--- src/rtl/fetch_if.sv ---
// Bus between the fetch unit and its environment: start/redirect control,
// instruction-memory port, decoder handshake and status.
interface fetch_if #(
   parameter int unsigned PC_WIDTH = 8
);
   logic                start;
   logic [PC_WIDTH-1:0] imem_addr;
   logic                imem_rd_en;
   logic [15:0]         imem_rdata;
   logic [15:0]         instr;
   logic                instr_valid;
   logic                instr_ready;
   logic                redirect;
   logic [PC_WIDTH-1:0] redirect_addr;
   logic [PC_WIDTH-1:0] pc;
   logic                halted;

   modport master (
      input  start, imem_rdata, instr_ready, redirect, redirect_addr,
      output imem_addr, imem_rd_en, instr, instr_valid, pc, halted
   );

   modport slave (
      output start, imem_rdata, instr_ready, redirect, redirect_addr,
      input  imem_addr, imem_rd_en, instr, instr_valid, pc, halted
   );
endinterface

--- src/rtl/fetch_unit.sv ---
// Instruction fetch unit: issues one-cycle reads at pc, captures the returned
// word and holds it for the decoder until accepted, honouring redirects and HALT.
module fetch_unit #(
   parameter int unsigned         PC_WIDTH    = 8,
   parameter logic [PC_WIDTH-1:0] RESET_PC    = '0,
   parameter logic [2:0]          HALT_OPCODE = 3'b111
) (
   input logic     clk,
   input logic     rst_n,
   fetch_if.master bus
);

   typedef enum logic [2:0] {
      IDLE,
      FETCH,
      WAIT,
      VALID,
      HALTED
   } state_t;

   state_t              state_q, state_d;
   logic [PC_WIDTH-1:0] pc_q, pc_d;
   logic [15:0]         instr_q, instr_d;

   always_ff @(posedge clk) begin
      if (!rst_n) begin
         state_q <= IDLE;
         pc_q    <= RESET_PC;
         instr_q <= 16'h0000;
      end else begin
         state_q <= state_d;
         pc_q    <= pc_d;
         instr_q <= instr_d;
      end
   end

   // Redirect outranks everything except HALTED; in VALID an acceptance in the
   // same cycle still completes, but the redirect decides where we go next.
   always_comb begin
      state_d = state_q;
      pc_d    = pc_q;
      instr_d = instr_q;
      unique case (state_q)
         IDLE: begin
            if (bus.redirect) begin
               pc_d = bus.redirect_addr;
            end else if (bus.start) begin
               state_d = FETCH;
            end
         end
         FETCH: begin
            if (bus.redirect) begin
               pc_d    = bus.redirect_addr;
               state_d = FETCH;
            end else begin
               state_d = WAIT;
            end
         end
         WAIT: begin
            if (bus.redirect) begin
               pc_d    = bus.redirect_addr;
               state_d = FETCH;
            end else begin
               instr_d = bus.imem_rdata;
               pc_d    = pc_q + {{(PC_WIDTH-1){1'b0}}, 1'b1};
               state_d = VALID;
            end
         end
         VALID: begin
            if (bus.redirect) begin
               pc_d    = bus.redirect_addr;
               state_d = FETCH;
            end else if (bus.instr_ready) begin
               state_d = (instr_q[15:13] == HALT_OPCODE) ? HALTED : FETCH;
            end
         end
         HALTED: begin
            state_d = HALTED;
         end
         default: begin
            state_d = IDLE;
         end
      endcase
   end

   assign bus.imem_addr   = pc_q;
   assign bus.pc          = pc_q;
   assign bus.instr       = instr_q;
   assign bus.imem_rd_en  = (state_q == FETCH);
   assign bus.instr_valid = (state_q == VALID);
   assign bus.halted      = (state_q == HALTED);

endmodule

--- src/flat_wrapper.sv ---
// flat-port wrapper written by rule: the top's interface ports become plain ports
module fetch_unit_flat 
#(
   parameter int unsigned         PC_WIDTH    = 8,
   parameter logic [PC_WIDTH-1:0] RESET_PC    = '0,
   parameter logic [2:0]          HALT_OPCODE = 3'b111
)
  (clk, rst_n, bus_start, bus_imem_rdata, bus_instr_ready, bus_redirect, bus_redirect_addr, bus_imem_addr, bus_imem_rd_en, bus_instr, bus_instr_valid, bus_pc, bus_halted);
  fetch_if #(.PC_WIDTH(PC_WIDTH)) bus_i ();
  input logic clk;
  input logic rst_n;
  input wire logic [$bits(bus_i.start)-1:0] bus_start;
  input wire logic [$bits(bus_i.imem_rdata)-1:0] bus_imem_rdata;
  input wire logic [$bits(bus_i.instr_ready)-1:0] bus_instr_ready;
  input wire logic [$bits(bus_i.redirect)-1:0] bus_redirect;
  input wire logic [$bits(bus_i.redirect_addr)-1:0] bus_redirect_addr;
  output wire logic [$bits(bus_i.imem_addr)-1:0] bus_imem_addr;
  output wire logic [$bits(bus_i.imem_rd_en)-1:0] bus_imem_rd_en;
  output wire logic [$bits(bus_i.instr)-1:0] bus_instr;
  output wire logic [$bits(bus_i.instr_valid)-1:0] bus_instr_valid;
  output wire logic [$bits(bus_i.pc)-1:0] bus_pc;
  output wire logic [$bits(bus_i.halted)-1:0] bus_halted;
  assign bus_i.start = bus_start;
  assign bus_i.imem_rdata = bus_imem_rdata;
  assign bus_i.instr_ready = bus_instr_ready;
  assign bus_i.redirect = bus_redirect;
  assign bus_i.redirect_addr = bus_redirect_addr;
  assign bus_imem_addr = bus_i.imem_addr;
  assign bus_imem_rd_en = bus_i.imem_rd_en;
  assign bus_instr = bus_i.instr;
  assign bus_instr_valid = bus_i.instr_valid;
  assign bus_pc = bus_i.pc;
  assign bus_halted = bus_i.halted;
  fetch_unit #(.PC_WIDTH(PC_WIDTH), .RESET_PC(RESET_PC), .HALT_OPCODE(HALT_OPCODE)) u_core (.clk(clk), .rst_n(rst_n), .bus(bus_i));
endmodule
--- config.mk ---
export PLATFORM = sky130hd
export DESIGN_NAME = fetch_unit_flat
export DESIGN_NICKNAME = d
export VERILOG_FILES = /design/src/rtl/fetch_if.sv /design/src/rtl/fetch_unit.sv /design/src/flat_wrapper.sv
export SDC_FILE = /design/constraint.sdc
export NUM_CORES = 1
export LEC_CHECK = 0
export CORE_MARGIN = 3
export CORE_UTILIZATION = 45
export CTS_CLUSTER_DIAMETER = 80
export DETAILED_ROUTE_END_ITERATION = 8
export DONT_BUFFER_PORTS = 1
export PLACE_DENSITY = 0.66
export SLEW_MARGIN = 20
export SYNTH_ARGS = -nofsm -noshare
export SYNTH_HDL_FRONTEND = slang
export SYNTH_SLANG_ARGS = --single-unit
--- constraint.sdc ---
create_clock -name clk -period 1.7 [get_ports clk]
set_input_delay 0.085 -clock clk [delete_from_list [all_inputs] [get_ports clk]]
set_output_delay 0.085 -clock clk [all_outputs]
set_load 0.01 [all_outputs]
# Word-level counts from Yosys, hierarchy flattened
# Cells that the tools add are included.
# word_totals
ff_bits	27
latch_bits	0
mem_bits_rw	0
romBits	0
inputBits	29
output_inout_bits	35
wordCells	31
memories	0
# op_classes
n_addsub	1
mul	0
div_mod_pow	0
magnitude_cmp	0
n_eq_ne	9
n_shift	0
mux	11
n_bitwise	1
n_reduce_logical	6
# op_table
cell	count
8-bit 2-to-1 mux	2
8-bit case mux with 2 select lines	1
3-bit 2-to-1 mux	5
3-bit case mux with 5 select lines	1
8-bit by 1-bit adder with 8-bit output (second input constant)	1
3-bit by 2-bit == test with 1-bit output (second input constant)	2
3-bit == test (second input constant)	2
2-bit 2-to-1 mux	2
2-bit inequality test (second input constant)	2
2-bit AND reduction	2
3-bit by 1-bit == test with 1-bit output (second input constant)	1
3-bit zero test	1
3-bit inequality test (second input constant)	1
3-bit AND reduction	1
3-bit OR reduction	1
2-bit by 1-bit inequality test with 1-bit output (second input constant)	1
2-bit nonzero test	1
1-bit inverter	1

# Logic depth before layout (Yosys ltp)
# Gate-level depths: netlist of run 1.
# logic_depth
depth_word	5
mapped_depth	6
mapped_depth_nobuf	5

# Worst setup path after synthesis of run 1
# No wires, ideal clock.
# synth_path
path_kind	register to register
startpoint	register u_core.pc_q[0], in the netlist u_core.bus.imem_addr[0]
endpoint	register u_core.pc_q[6], in the netlist u_core.bus.imem_addr[6]
setup_ps	127
arrival_time_ps	1142
path_slack_ps	431
path_stages_with_launch	6
synth_period_minus_slack_ps	1269
path_cell_list	dfxtp_1 ha_1 nand3_1 o221ai_1 and2_1 o32ai_2
# synth_via
elab_chain_len	3
# synth_rtl
item	line	rtl
from (decl)	fetch_unit.sv:22	logic [PC_WIDTH-1:0] pc_q, pc_d;
from (signal assigned)	fetch_unit.sv:32	pc_q <= pc_d;
8-bit by 1-bit adder with 8-bit output	fetch_unit.sv:65	pc_d = pc_q + {{(PC_WIDTH-1){1'b0}}, 1'b1};
8-bit 2-to-1 mux	fetch_unit.sv:60	if (bus.redirect) begin
8-bit case mux with 2 select lines	fetch_unit.sv:43	unique case (state_q)
# Every way passes these cells.
# A chain may end at the register's enable or synchronous reset.

# Worst setup path after layout of run 1
# layout_path
startpoint	register u_core.state_q[1]
endpoint	register u_core.state_q[1]
# layout_via
elab_chain_len	3
# layout_rtl
item	line	rtl
from (decl)	fetch_unit.sv:21	state_t state_q, state_d;
from (signal assigned)	fetch_unit.sv:31	state_q <= state_d;
3-bit by 2-bit == test with 1-bit output / 3-bit zero test (equally long branches)	fetch_unit.sv:43	
3-bit inequality test (no source line) / 2-bit inequality test (equally long branches)	--	
3-bit AND reduction (no source line)	--	
# Several ways; a longest one is shown, not always the timed one.

==> results of run 1 <==
==> metrics by stage <==
| step | cells | instance area [sq um] | utilization, % |
|---|---|---|---|
| CTS | 224 | 1640 | 58.0 |
| global route | 224 | 1640 | 58.0 |
| floorplan | 170 | 1360 | - |
| detailed placement | 195 | 1360 | 48.1 |
| finish | 224 | 1640 | 58.0 |
| global placement | 195 | 1360 | 48.1 |
==> report_power, final <==
| part | switching, mW | leakage [nW] | total (mW) | internal (mW) |
|---|---|---|---|---|
| Combinational | 0.0907 | 0.349 | 0.188 | 0.0977 |
| Sequential | 0.0315 | 0.220 | 0.687 | 0.656 |
| Clock | 0.202 | 0.0139 | 0.292 | 0.0901 |
==> synth_stat cells, types with 2 or more instances <==
cell type	n	share of area, %
buf_2	2	0.74
nand2_1	43	12
o22ai_1	4	1.8
buf_4	9	5.0
a21oi_1	21	7.7
o31ai_1	2	1.1
buf_6	2	1.7
o21ai_0	2	0.74
dfxtp_1	27	40
nor3_1	4	1.5
clkbuf_1	2	0.55
inv_1	5	1.4
mux2i_1	4	2.9
nor2_1	10	2.8
nand3_1	5	1.8
==> registers in the layout, indices dropped and copies added, names as in the netlist <==
name / flops
u_core.bus.instr: 16
u_core.bus.imem_addr: 8
u_core.state_q: 3
==> final timing paths <==
path,start,to,slack (ns),cells past startpoint
worst min-delay path,bus_redirect,u_core.bus.imem_addr[0],0.02,3
worst max-delay path,u_core.state_q[1],u_core.state_q[1],0.14,4
worst min register to register,u_core.bus.instr[2],u_core.bus.instr[2],0.51,2
worst max register to register,u_core.state_q[1],u_core.state_q[1],0.14,4
==> metal layers <==
metal,global-route usage [%],vias to the layer above
li1,-,627
met1,22.1,591
met2,31.5,57
met3,4.04,4
met4,7.74,0
met5,0,-
==> critical path, cell delays in order, from the launching register on <==
cell,delay [ns]
dfxtp_1,0.43
or2_2,0.34
nand3_1,0.09
a31oi_1,0.04
dlygate4sd3_1,0.57
==> cell type report <==
| class | instances | area [sq um] | share of cell area, % |
|---|---|---|---|
| Clock buffer | 3 | 22.5 | 1.37 |
| Clock inverter | 1 | 7.51 | 0.458 |
| Inverter | 5 | 18.8 | 1.14 |
| Multi-Input combinational cell | 123 | 694 | 42.3 |
| Sequential cell | 27 | 541 | 33.0 |
| Tap cell | 31 | 38.8 | 2.36 |
| Timing Repair Buffer | 34 | 318 | 19.4 |
==> cell families after synthesis <==
group / Yosys count / share of synthesized area [%]
buf+inv: 20 / 9.28
compound gates: 44 / 21.9
mux: 4 / 2.94
simple gates: 74 / 25.3
flops: 27 / 39.7
fa+ha+maj: 1 / 0.919
==> metrics.cfg, run 1 <==
[power_and_ir_drop]
leakagePower_nw = 0.583
power_mw = 1.17
vdd_drop_max_mv = 0.397
p_per_area_nw_per_um2 = 712

[global_routing]
overflow = 0
first_global_vias = 1174
grt_max_degree = 22
track_usage_pct = 18.4
grt_antenna_before_repair = 0
grt_pass1_wl_mm = 5.11

[sta]
finalSetupTns_ns = 0
tightest_slew_ns = 0.675
period_needed_ns = 1.56
hold_viol_final = 0
holdWs_ns = 0.0218
setup_slack_ns = 0.145
finalCritPeriodShare_pct = 91.5
setup_viol = 0
fin_worst_skew_ns = 0.00268
rsz0062_at_grt = false
fmax_mhz = 643
maxSlewHeadroom_pct = 55.0
maxSlewViolCount = 0

[routing]
routed_wl_mm = 3.37
viasPerCell = 5.71
wl_per_cell_um = 15.0
dr_total_vias = 1279
dr.max_layer_used = met4
drtPass1Iterations = 4
dr_wl_met3_um = 239
wl_met1_mm = 1.39
first_iter_violations = 65
drc = 0
wl_met2_mm = 1.71
ant_nets = 0

[synth]
synthesis.area_sq_um = 1360
synth_seq_area_share_pct = 39.7
syn_area_per_cell_sq_um = 8.01
synthesis.nets = 200
ys_types = 43
synthCells = 170
synth-seq-cells = 27
async_reset_ff_share_pct = 0
synth_warnings = 0
ys.flop_type = dfxtp_1
synth_edf_count = 0

[worst_setup_path]
crit_required_ns = 1.94
cp_data_arrival_time_ns = 1.79
critPathLaunchType = register
crit_fanout = 8
crit_path_end_kind = register
worstSetupPathType = register to register

[placement]
pre_cts_slack_ns = 0.271
place_congestion = 0.832
place_hpwl_mm = 2.31
port_buffers = 0

[clock_tree]
path_clk_slew_ns = 0.15
cts.path.max_buffers = 2
numCtsBuffers = 3
cts_hold_buf = 25
post_cts_buffers = 0
htree_levels = 1
root_buffer = clkbuf_4
clock-sinks = 27
cts_resized = 0
clkLatencyLatePin_ns = 0.33
cts_tree = yes

[final_layout]
synthToLayoutAreaGrowth_pct = 20.5
drive_gt1_share_pct = 11.4
nNetsFinal = 224
layout_commonest_cell = nand2_1
final_cell_mix = 43 x nand2_1, 27 x dfxtp_1, 25 x dlygate4sd3_1, 21 x a21oi_1, 10 x nor2_1
antenna_cells = 0
fill_cells = 263

[job]
drv_cap = 0

[die]
io_pins = 64
core-area_sq_um = 2830
initial_core_util_pct = 48.1
rows = 19
die_area_sq_um = 3720
die_height_um = 61
dieWidth_um = 61

[hold_path]
holdCritPathClass = primary input to register

[outcome]
status = finished clean

No activity file was read; power rests on OpenSTA's default activity.
==> inputs of run 2 (changes only) <==
==> constraint.sdc (replaced) <==
create_clock -name clk -period 1.7 [get_ports clk]
set_input_delay 0.17 -clock clk [delete_from_list [all_inputs] [get_ports clk]]
set_output_delay 0.17 -clock clk [all_outputs]
set_load 0.01 [all_outputs]
==> metrics.cfg, run 2 (same netlist as run 1, synthesis figures left out) <==
[outcome]
status = finished, violations left
violations = negative hold slack

[die]
die_height_um = 61  ; unchanged
dieWidth_um = 61  ; unchanged
io_pins = 64  ; unchanged
initial_core_util_pct = 48.1  ; unchanged
die_area_sq_um = 3720  ; unchanged
rows = 19  ; unchanged
core-area_sq_um = 2830  ; unchanged

[clock_tree]
path_clk_slew_ns = 0.16  ; about the same
numCtsBuffers = 3  ; unchanged
clock-sinks = 27  ; unchanged
cts.path.max_buffers = 2  ; unchanged
root_buffer = clkbuf_4
clkLatencyLatePin_ns = 0.33  ; about the same
cts_tree = yes
htree_levels = 1  ; unchanged

[placement]
pre_cts_slack_ns = 0.257  ; -0.0144 ns
port_buffers = 0  ; unchanged
place_hpwl_mm = 2.37  ; +2.5%
place_congestion = 0.838  ; +0.71%
postPlaceCellArea_sq_um = 1350  ; -0.55%
dpl.cell_count = 194  ; -0.51%

[sta]
finalCritPeriodShare_pct = 91.2  ; -0.27 points
finalSetupTns_ns = 0  ; unchanged
tightest_slew_ns = 0.707  ; +0.0326 ns
rsz0062_at_grt = false
setup_viol = 0  ; unchanged
hold_viol_final = 1  ; +1
maxSlewHeadroom_pct = 52.8  ; -2.2 points
holdWs_ns = -0.00346  ; -0.0252 ns
setup_slack_ns = 0.149  ; +0.00455 ns
fin_worst_skew_ns = 0.0112  ; +0.00851 ns
period_needed_ns = 1.55  ; -0.00455 ns
maxSlewViolCount = 0  ; unchanged
fmax_mhz = 645  ; +0.29%

[power_and_ir_drop]
p_per_area_nw_per_um2 = 737  ; +3.5%
power_mw = 1.16  ; -0.75%
leakagePower_nw = 0.552  ; -5.2%
vdd_drop_max_mv = 0.536  ; +35%

[worst_setup_path]
cp_data_arrival_time_ns = 1.80  ; about the same
crit_fanout = 8  ; unchanged
worstSetupPathType = register to register
crit_path_end_kind = register
critPathLaunchType = register
crit_required_ns = 1.95  ; about the same
startpoint = u_core.state_q[1]
critPathTopFamily = buffers and inverters
r2r-start = u_core.state_q[1]
crit_buf_inv = 1  ; unchanged
slowest_stage = dlygate4sd3_1
cpPeakStageDelay_ns = 0.56  ; about the same
path_cells = or2_2 -> nand3_1 -> a31oi_1 -> dlygate4sd3_1

[routing]
first_iter_violations = 65  ; unchanged
routed_wl_mm = 3.40  ; +1.0%
drc = 0  ; unchanged
dr_total_vias = 1229  ; -3.9%
ant_nets = 0  ; unchanged
viasPerCell = 5.66  ; -0.81%
drtPass1Iterations = 4  ; unchanged
wl_per_cell_um = 15.7  ; +4.3%

[global_routing]
grt_antenna_before_repair = 0  ; unchanged
first_global_vias = 1263  ; +7.6%
grt_pass1_wl_mm = 5.26  ; +3.0%
track_usage_pct = 18.7  ; +0.37 points
overflow = 0  ; unchanged
grt_max_degree = 22  ; unchanged

[final_layout]
nNetsFinal = 217  ; -3.1%
largest_reg_flops = 16  ; unchanged
layout_commonest_cell = nand2_1
fin_cells = 217  ; -3.1%
final_cell_mix = 43 x nand2_1, 27 x dfxtp_1, 21 x a21oi_1, 19 x dlygate4sd3_1, 10 x nor2_1
antenna_cells = 0  ; unchanged
synthToLayoutAreaGrowth_pct = 15.5
fill_cells = 265  ; +0.76%
final_area_sq_um = 1570  ; -4.1%
drive_gt1_share_pct = 11.3  ; -0.11 points

[hold_path]
holdCritPathClass = primary input to register
hold_path.startpoint = bus_instr_ready

[job]
drv_cap = 0  ; unchanged

-- run 2: changes by cell type in the layout (fill, tap and decap cells not counted), sizes merged --
cell and delta:
dlygate4sd3 -6, buf -1
-- run 2: final cells by class --
class	instances	area (sq um)	share of cell area (%)
multi-input combinational	123	694	44.2
sequential	27	541	34.4
timing repair buffer	27	250	15.9
tap	31	38.8	2.47
clock buffer	3	22.5	1.43
inverter	5	18.8	1.19
clock inverter	1	7.51	0.477
-- run 2: worst register-to-register path, cell delays in order, from the launching register on --
cell           delay, ns
dfxtp_1             0.43
or2_2               0.34
nand3_1             0.09
a31oi_1             0.04
dlygate4sd3_1       0.56
-- run 2: worst paths after layout --
kind                            cells after the start  slack [ns]             endpoint
worst min-delay path                                2      -0.003    u_core.state_q[0]
worst max register to register                      4        0.15    u_core.state_q[1]
worst min register to register                      2        0.52  u_core.bus.instr[6]
worst max-delay path                                4        0.15    u_core.state_q[1]
-- run 2: what timing repair did --
action	4_1_cts	5_1_grt
hold buffers	19	0
setup buffers	0	0
endpoints found under the hold margin	22	0
gates resized for setup	0	0
-- run 2: metal layers --
| metal | GRT usage, % | up-vias | wire, um |
|---|---|---|---|
| li1 | - | 611 | - |
| met5 | 0 | - | 0 |
| met1 | 23.3 | 573 | 1470 |
| met2 | 32.7 | 39 | 1690 |
| met4 | 5.26 | 0 | 31 |
| met3 | 3.83 | 6 | 200 |
-- run 2: power breakdown --
group	internal (mW)	switching (mW)	total [mW]
clock	0.0900	0.204	0.294
combinational	0.0886	0.0880	0.177
sequential	0.656	0.0323	0.688
total	0.834	0.325	1.16
-- run 2: through the flow --
step | utilization (%) | hold WS, ns
global placement | 47.8 | 0.280
detailed placement | 47.8 | 0.292
global route | 55.6 | 0.00537
finish | 55.6 | -0.00346
CTS | 55.6 | 0.00133
floorplan | - | 0.279
==> inputs of run 3 (changes only) <==
ABC_AREA = 1   (was unset)
==> metrics.cfg, run 3 <==
[outcome]
status = finished clean

[placement]
postPlaceCellArea_sq_um = 1350  ; about the same
port_buffers = 0  ; unchanged
place_congestion = 0.859  ; +2.5%
place_hpwl_mm = 2.27  ; -4.2%
pre_cts_slack_ns = 0.312  ; +0.0552 ns

[routing]
dr_total_vias = 1205  ; -2.0%
wl_per_cell_um = 13.1  ; -16%
ant_nets = 0  ; unchanged
drc = 0  ; unchanged
first_iter_violations = 107  ; +65%
drtPass1Iterations = 4  ; unchanged
viasPerCell = 5.29  ; -6.7%
routed_wl_mm = 2.99  ; -12%

[global_routing]
grt_max_degree = 34  ; +55%
track_usage_pct = 16.9  ; -1.9 points
grt_pass1_wl_mm = 4.86  ; -7.6%
first_global_vias = 1193  ; -5.5%
overflow = 0  ; unchanged
grt_antenna_before_repair = 0  ; unchanged

[synth]
syn_area_per_cell_sq_um = 6.84  ; -15%
ys_top_cells_by_area = dfxtp_1 40%, a21oi_1 11%, inv_1 9.3%
synth_seq_area_share_pct = 39.5  ; -0.18 points
synthTopCellsByCount = 34 x inv_1, 32 x nand2_1, 29 x a21oi_1
synth-seq-cells = 27  ; unchanged
ys.flop_type = dfxtp_1
ys_types = 24  ; -44%
synth.top_cell.area_share_pct = 39.5  ; -0.18 points
yosysMostFrequentCell = inv_1
synth_top_area_cell = dfxtp_1
synth_warnings = 0  ; unchanged
synth_edf_count = 0  ; unchanged
async_reset_ff_share_pct = 0  ; unchanged
synthesis.area_sq_um = 1370  ; +0.46%
synthesis.nets = 230  ; +15%
synthCells = 200  ; +18%

[final_layout]
nNetsFinal = 228  ; +5.1%
synthToLayoutAreaGrowth_pct = 2.47
final_area_sq_um = 1400  ; -11%
antenna_cells = 0  ; unchanged
layout_commonest_cell = inv_1
final_cell_mix = 34 x inv_1, 32 x nand2_1, 29 x a21oi_1, 27 x dfxtp_1, 17 x o21ai_1
largest_reg_flops = 16  ; unchanged
drive_gt1_share_pct = 9.64  ; -1.6 points

[sta]
tightest_slew_ns = 0.738  ; +0.0310 ns
maxSlewViolCount = 0  ; unchanged
rsz0062_at_grt = false
period_needed_ns = 1.46  ; -0.0904 ns
finalSetupTns_ns = 0  ; unchanged
hold_viol_final = 0  ; -1
setup_viol = 0  ; unchanged
maxSlewHeadroom_pct = 50.6  ; -2.2 points
setup_slack_ns = 0.240  ; +0.0904 ns
fmax_mhz = 685  ; +6.2%
fin_worst_skew_ns = 0.00861  ; -0.00258 ns
holdWs_ns = 0.0230  ; +0.0265 ns
finalCritPeriodShare_pct = 85.9  ; -5.3 points

[worst_setup_path]
critPathLaunchType = register
crit_required_ns = 1.53  ; -0.42 ns
worstSetupPathType = register to output pin
cp_data_arrival_time_ns = 1.29  ; -0.51 ns
crit_fanout = 5  ; -3
crit_path_end_kind = output pin

[clock_tree]
cts.path.max_buffers = 2  ; unchanged
post_cts_buffers = 0  ; unchanged
cts_resized = 0  ; unchanged
root_buffer = clkbuf_4
cts_tree = yes
clock-sinks = 27  ; unchanged
numCtsBuffers = 3  ; unchanged
clkLatencyLatePin_ns = 0.32  ; about the same
path_clk_slew_ns = 0.15  ; about the same
htree_levels = 1  ; unchanged

[job]
drv_cap = 0  ; unchanged

[power_and_ir_drop]
pwr-share-seq_pct = 62.0  ; +2.6 points
p_per_area_nw_per_um2 = 817  ; +11%
power.share.switching_pct = 29.0  ; +0.98 points
combPwrFrac_pct = 13.6  ; -1.6 points
leakagePower_nw = 0.571  ; +3.3%
switching_power_uw = 332  ; +2.2%
pwr-share-clk_pct = 24.4  ; -1.0 points
p_int_uw = 813  ; -2.6%
vdd_drop_max_mv = 0.425  ; -21%

[die]
rows = 19  ; unchanged
die_height_um = 61.1  ; +0.20%
core-area_sq_um = 2830  ; unchanged
dieWidth_um = 61.1  ; +0.20%
io_pins = 64  ; unchanged
initial_core_util_pct = 48.3  ; +0.22 points
die_area_sq_um = 3740  ; +0.41%

[hold_path]
holdCritPathClass = primary input to register

-- run 3: changes by cell type after synthesis, sizes merged, moves of 4 or more --
cell and delta:
nor2 +6, nor3 -4, nand3 +8, a21oi +9, mux2i -4, nand2 -11, o21ai +17, inv +33
-- run 3: cell type report --
| cell class | count | area [sq um] |
|---|---|---|
| tap | 31 | 38.8 |
| timing repair buffer | 7 | 57.6 |
| inverter | 38 | 143 |
| multi-input combinational | 121 | 592 |
| clock inverter | 1 | 7.51 |
| fill | 293 | 1430 |
| sequential | 27 | 541 |
| clock buffer | 3 | 22.5 |
-- run 3: cells by family (layout without fill, tap and decap cells) --
family / count (synthesis) / after routing / share of synthesized area [%]
flip-flops: 27 / 27 / 39.5
AO/OA/AOI/OAI: 57 / 57 / 22.9
buffers and inverters: 52 / 49 / 17.2
AND/OR/NAND/NOR: 63 / 63 / 19.5
adder cells (fa/ha/maj): 1 / 1 / 0.915
-- run 3: per-stage QoR --
| stage | util, % | power, mW | cells |
|---|---|---|---|
| floorplan | - | 0.854 | 200 |
| global placement | 47.8 | 0.864 | 222 |
| detailed placement | 47.8 | 0.871 | 222 |
| CTS | 49.2 | 1.16 | 227 |
| global route | 49.5 | 1.23 | 228 |
| finish | 49.5 | 1.14 | 228 |
-- run 3: path summary, 6_finish.rpt --
kind         slack [ns]                 from  cells past startpoint                      end
max                0.24    u_core.state_q[2]                      2               bus_halted
min reg2reg        0.50  u_core.bus.instr[8]                      2      u_core.bus.instr[8]
min                0.02    bus_imem_rdata[8]                      2      u_core.bus.instr[8]
max reg2reg        0.29    u_core.state_q[2]                      7  u_core.bus.imem_addr[5]
-- run 3: critical path, stage by stage, from the launching register on --
cell	delay (ns)
dfxtp_1	0.44
inv_1	0.13
nor3_1	0.39
-- run 3: routing by layer --
metal / up-vias / track usage [%] / part of all wire, %
li1: 627 / - / -
met5: - / 0 / 0
met3: 6 / 5.03 / 7.8
met2: 49 / 27.5 / 48
met4: 0 / 7.12 / 1.8
met1: 523 / 20.6 / 42
-- run 3: timing repair --
item                                    CTS  global route
endpoints found under the hold margin    23             1
hold buffers                              1             1
endpoints found under the setup margin    0             0
-- run 3: power by group through the flow --
stage / clock network, mW / registers, mW / logic (mW)
floorplan: 0 / 0.716 / 0.139
global placement: 0 / 0.722 / 0.142
detailed placement: 0 / 0.723 / 0.147
CTS: 0.294 / 0.710 / 0.156
global route: 0.334 / 0.715 / 0.181
finish: 0.279 / 0.709 / 0.156
